<file path="src/rtl/ahb_bus_arbiter.sv">
// rtl/ahb_bus_arbiter.sv - two-master AHB-Lite arbiter with address/data-phase ownership muxing
module ahb_bus_arbiter #(
    parameter int AW             = 32,
    parameter int DW             = 32,
    parameter int DEFAULT_MASTER = 0,
    parameter int RR_MODE        = 0
) (
    input  logic          Hclk,
    input  logic          Hrst_n,
    input  logic          HBUSREQ_M0,
    input  logic          HBUSREQ_M1,
    input  logic [AW-1:0] HADDR_M0,
    input  logic [AW-1:0] HADDR_M1,
    input  logic [1:0]    HTRANS_M0,
    input  logic [1:0]    HTRANS_M1,
    input  logic          HWRITE_M0,
    input  logic          HWRITE_M1,
    input  logic [2:0]    HSIZE_M0,
    input  logic [2:0]    HSIZE_M1,
    input  logic [DW-1:0] HWDATA_M0,
    input  logic [DW-1:0] HWDATA_M1,
    input  logic          HREADY,
    output logic          HGRANT_M0,
    output logic          HGRANT_M1,
    output logic          HMASTER,
    output logic          HMASTER_D,
    output logic [AW-1:0] HADDR,
    output logic [1:0]    HTRANS,
    output logic          HWRITE,
    output logic [2:0]    HSIZE,
    output logic [DW-1:0] HWDATA
);

    typedef enum logic {
        OWN0 = 1'b0,
        OWN1 = 1'b1
    } own_t;

    localparam logic  DEF_M     = (DEFAULT_MASTER != 0);
    localparam logic  RR_EN     = (RR_MODE != 0);
    localparam own_t  DEF_STATE = DEF_M ? OWN1 : OWN0;
    localparam logic [1:0] TR_BUSY = 2'b01;
    localparam logic [1:0] TR_SEQ  = 2'b11;

    own_t state, state_nxt;
    logic last_grant, last_grant_nxt;
    logic hmaster_q, hmaster_d_q;
    logic [1:0] owner_trans;
    logic rearb;
    logic winner;
    logic tie;

    always_ff @(posedge Hclk or negedge Hrst_n) begin
        if (!Hrst_n) begin
            state       <= DEF_STATE;
            last_grant  <= 1'b1;
            hmaster_q   <= DEF_M;
            hmaster_d_q <= DEF_M;
        end else begin
            state      <= state_nxt;
            last_grant <= last_grant_nxt;
            if (HREADY) begin
                hmaster_q   <= (state == OWN1);
                hmaster_d_q <= hmaster_q;
            end
        end
    end

    // An owner mid-burst (SEQ/BUSY) keeps the bus; a stalled slave freezes arbitration.
    assign owner_trans = hmaster_q ? HTRANS_M1 : HTRANS_M0;
    assign rearb       = HREADY && (owner_trans != TR_SEQ) && (owner_trans != TR_BUSY);

    always_comb begin
        state_nxt      = state;
        last_grant_nxt = last_grant;
        winner         = (state == OWN1);
        tie            = 1'b0;
        if (rearb) begin
            case ({HBUSREQ_M1, HBUSREQ_M0})
                2'b00:   winner = DEF_M;
                2'b01:   winner = 1'b0;
                2'b10:   winner = 1'b1;
                default: begin
                    winner = RR_EN ? ~last_grant : 1'b0;
                    tie    = RR_EN;
                end
            endcase
            state_nxt = winner ? OWN1 : OWN0;
            // A resolved round-robin tie also advances the pointer so contenders alternate.
            if ((winner != (state == OWN1)) || tie)
                last_grant_nxt = winner;
        end
    end

    assign HGRANT_M0 = (state == OWN0);
    assign HGRANT_M1 = (state == OWN1);
    assign HMASTER   = hmaster_q;
    assign HMASTER_D = hmaster_d_q;

    assign HADDR  = hmaster_q   ? HADDR_M1  : HADDR_M0;
    assign HTRANS = hmaster_q   ? HTRANS_M1 : HTRANS_M0;
    assign HWRITE = hmaster_q   ? HWRITE_M1 : HWRITE_M0;
    assign HSIZE  = hmaster_q   ? HSIZE_M1  : HSIZE_M0;
    assign HWDATA = hmaster_d_q ? HWDATA_M1 : HWDATA_M0;

endmodule

</file>
<file path="config.mk">
export PLATFORM = sky130hd
export DESIGN_NAME = ahb_bus_arbiter
export DESIGN_NICKNAME = d
export VERILOG_FILES = /design/src/rtl/ahb_bus_arbiter.sv
export SDC_FILE = /design/constraint.sdc
export NUM_CORES = 1
export LEC_CHECK = 0
export ABC_AREA = 1
export CAP_MARGIN = 0
export CORE_ASPECT_RATIO = 0.5
export CORE_MARGIN = 10
export CORE_UTILIZATION = 21
export CTS_BUF_LIST = sky130_fd_sc_hd__clkbuf_4
export CTS_CLUSTER_SIZE = 40
export DETAILED_ROUTE_END_ITERATION = 12
export PLACE_DENSITY_LB_ADDON = 0.15
export SLEW_MARGIN = 25
export SYNTH_ARGS = -nofsm -noshare
export SYNTH_HDL_FRONTEND = slang
export SYNTH_SLANG_ARGS = --single-unit
export TNS_END_PERCENT = 1
</file>
<file path="constraint.sdc">
create_clock -name Hclk -period 2.1 [get_ports Hclk]
set_input_delay 0.315 -clock Hclk [delete_from_list [all_inputs] [get_ports Hclk]]
set_output_delay 0.315 -clock Hclk [all_outputs]
set_load 0.005 [all_outputs]
</file>
==> impl_metrics.ini <==
[outcome]
run_status = completed

[critical_path]
required_ns = 1.78
critPathMaxStageDelay_ns = 0.50
crit_type = flop to output port
timing.rr.end = HGRANT_M1
worstPathArrival_ns = 1.66
slowest_stage = clkdlybuf4s50_1
critPathCaptureType = output port
r2r_cells = 5
cp-start-kind = flop
r2r-start = HMASTER
cpMostUsedCell = nand2_1
path_cells = inv_4 -> nand2_1 -> nand2_1 -> clkdlybuf4s50_1
cp_max_fo = 40
r2r_setup_slack_ns = 1.02

[timing]
skew_ns = 0.00549
whs_ns = 0.268
tightest_slew_ns = 0.367
fin_ws_ns = 0.129
finalMaxSlewViolations = 0
fmax_mhz = 507
hold_violations = 0
setup_viol = 0
rsz0062_at_grt = no
period_minus_slack_ns = 1.97
post-route-period-util = 0.939
relSlewSlack = 0.755
final.setup.tns_ns = 0

[synthesis]
synth_top_area_frac = 0.771
synth_area_leaders = nand2_1 77%, dfrtp_1 7.2%, buf_2 4.8%, buf_6 3.2%, buf_4 2.2%
syn_area_mm2 = 0.00105
synth.distinct_cells = 12
synth-edff-count = 0
synth_top_area_cell = nand2_1
synthCells = 247
avgSynthCellArea_um2 = 4.24
syn_nets = 392
synthTopCellsByCount = 215 x nand2_1, 10 x buf_2, 5 x inv_1
synth_most_common_cell = nand2_1
yosys_most_used_dff = dfrtp_1
ys_ff_latch = 3
yosys_warnings = 0
postSynth.asyncResetShare = 1.00
ys_seq_area_frac = 0.0717

[routing]
drt_pass1_iterations = 4
post-route-drc-count = 0
drt-vias-per-instance = 4.14
drt_iter0_drc = 110
ant_nets = 0
vias = 2182
routedWlPerCell_um = 14.5
routed_wl_um = 7630

[run]
drv_cap = 0

[die]
core_area_mm2 = 0.00486
die_area_mm2 = 0.00838
die_y_um = 69.9
die_w_um = 120
start_util = 0.215
rows = 18
io_pins = 219

[grt]
globalRouteTotalUtil = 0.168
grt_pass1_vias = 2233
gr-total-overflow = 0
grt_pass1_wl_um = 11500
grt_max_degree = 41
antenna_found_initial = 0

[worst_hold_path]
hold_path_class = input pin to async pin

[power]
power-per-cell-area_mw_per_mm2 = 422
power_mw = 1.38
leakage_nw = 1.58
vdd_drop_max_mv = 0.180

[finish]
drive_gt1_frac = 0.0241
final_area_mm2 = 0.00328
final_nets = 603
antenna_cells = 0
layout.cells.non_filler = 527
area_delta_synth_final_pct = 214
fin_util = 0.675

[clock_network]
clk_path_buf_depth = 2
cts_made_buffers = 3
clk_latency_ns = 0.24
cts_tree = done
clock_sinks = 3
cts_hold_buf = 0
path_clk_slew_ns = 0.04
cts-root-buf = clkbuf_4
cts_max_level = 1
post_cts_buffers = 0
post_cts_resized = 0

[placed_design]
placed_cell_area_mm2 = 0.00325
routabilityCongestion = 0.768
post-place-ws_ns = 0.282
io_buffer_count = 218
hpwl_um = 6880
dp_cells = 523
==> logic make-up after synthesis <==
family                 synth area share
and+or+nand+nor                   0.790
buffers and inverters             0.129
DFF                              0.0717
AOI/OAI and AO/OA               0.00956
==> state kept, by name (all words and copies together) (netlist names) <==
register and count:
HMASTER_D 1, HGRANT_M1 1, HMASTER 1
==> power by group <==
part / leakage (nW) / internal, mW / total (mW) / switching [mW]
Combinational: 1.53 / 0.744 / 1.19 / 0.447
Clock: 0.0184 / 0.0842 / 0.116 / 0.0321
Sequential: 0.0397 / 0.0677 / 0.0772 / 0.00945
==> layout by cell type (no fill, tap or decap) <==
cell type,synthesis,final
nand2_2,1,1
nand3_1,2,2
inv_4,1,1
clkdlybuf4s50_1,0,218
nor2_1,1,1
inv_2,1,1
buf_4,3,3
dfrtp_1,3,3
inv_1,5,5
clkbuf_4,0,4
buf_12,0,1
nand2_1,215,215
o21ai_0,2,2
==> worst max-delay path, delay by kind of cell (launching register included) <==
| family | cells | cell delay, ns |
|---|---|---|
| buf+inv | 2 | 0.80 |
| simple gates | 2 | 0.19 |
| flops | 1 | 0.41 |
==> final cells by class <==
type	count	area (um^2)
multi-input combinational	221	837
tap	70	87.6
sequential	3	75.1
timing repair buffer	222	2220
fill	445	1580
inverter	7	28.8
clock buffer	4	30.0
==> layer usage <==
metal	GRT usage	part of all wire	vias to the layer above
met4	0.0439	0.013	0
met1	0.132	0.31	936
met2	0.369	0.58	97
met5	0	0	-
li1	-	-	1143
met3	0.0626	0.095	6
==> how the worst max path moves through the flow <==
stage / cells past startpoint / startpoint / end / slack (ns)
after global placement: 6 / HTRANS_M0[0] / HTRANS[0] / 0.30
after CTS: 4 / HMASTER / HADDR[29] / 0.10
after detailed placement: 6 / HTRANS_M0[0] / HTRANS[0] / 0.28
final: 4 / HMASTER / HADDR[3] / 0.13
after global routing: 4 / HMASTER / HADDR[24] / 0.002
after floorplan: 5 / HMASTER / HADDR[0] / 0.94
Power figures use the tool's default switching activity.
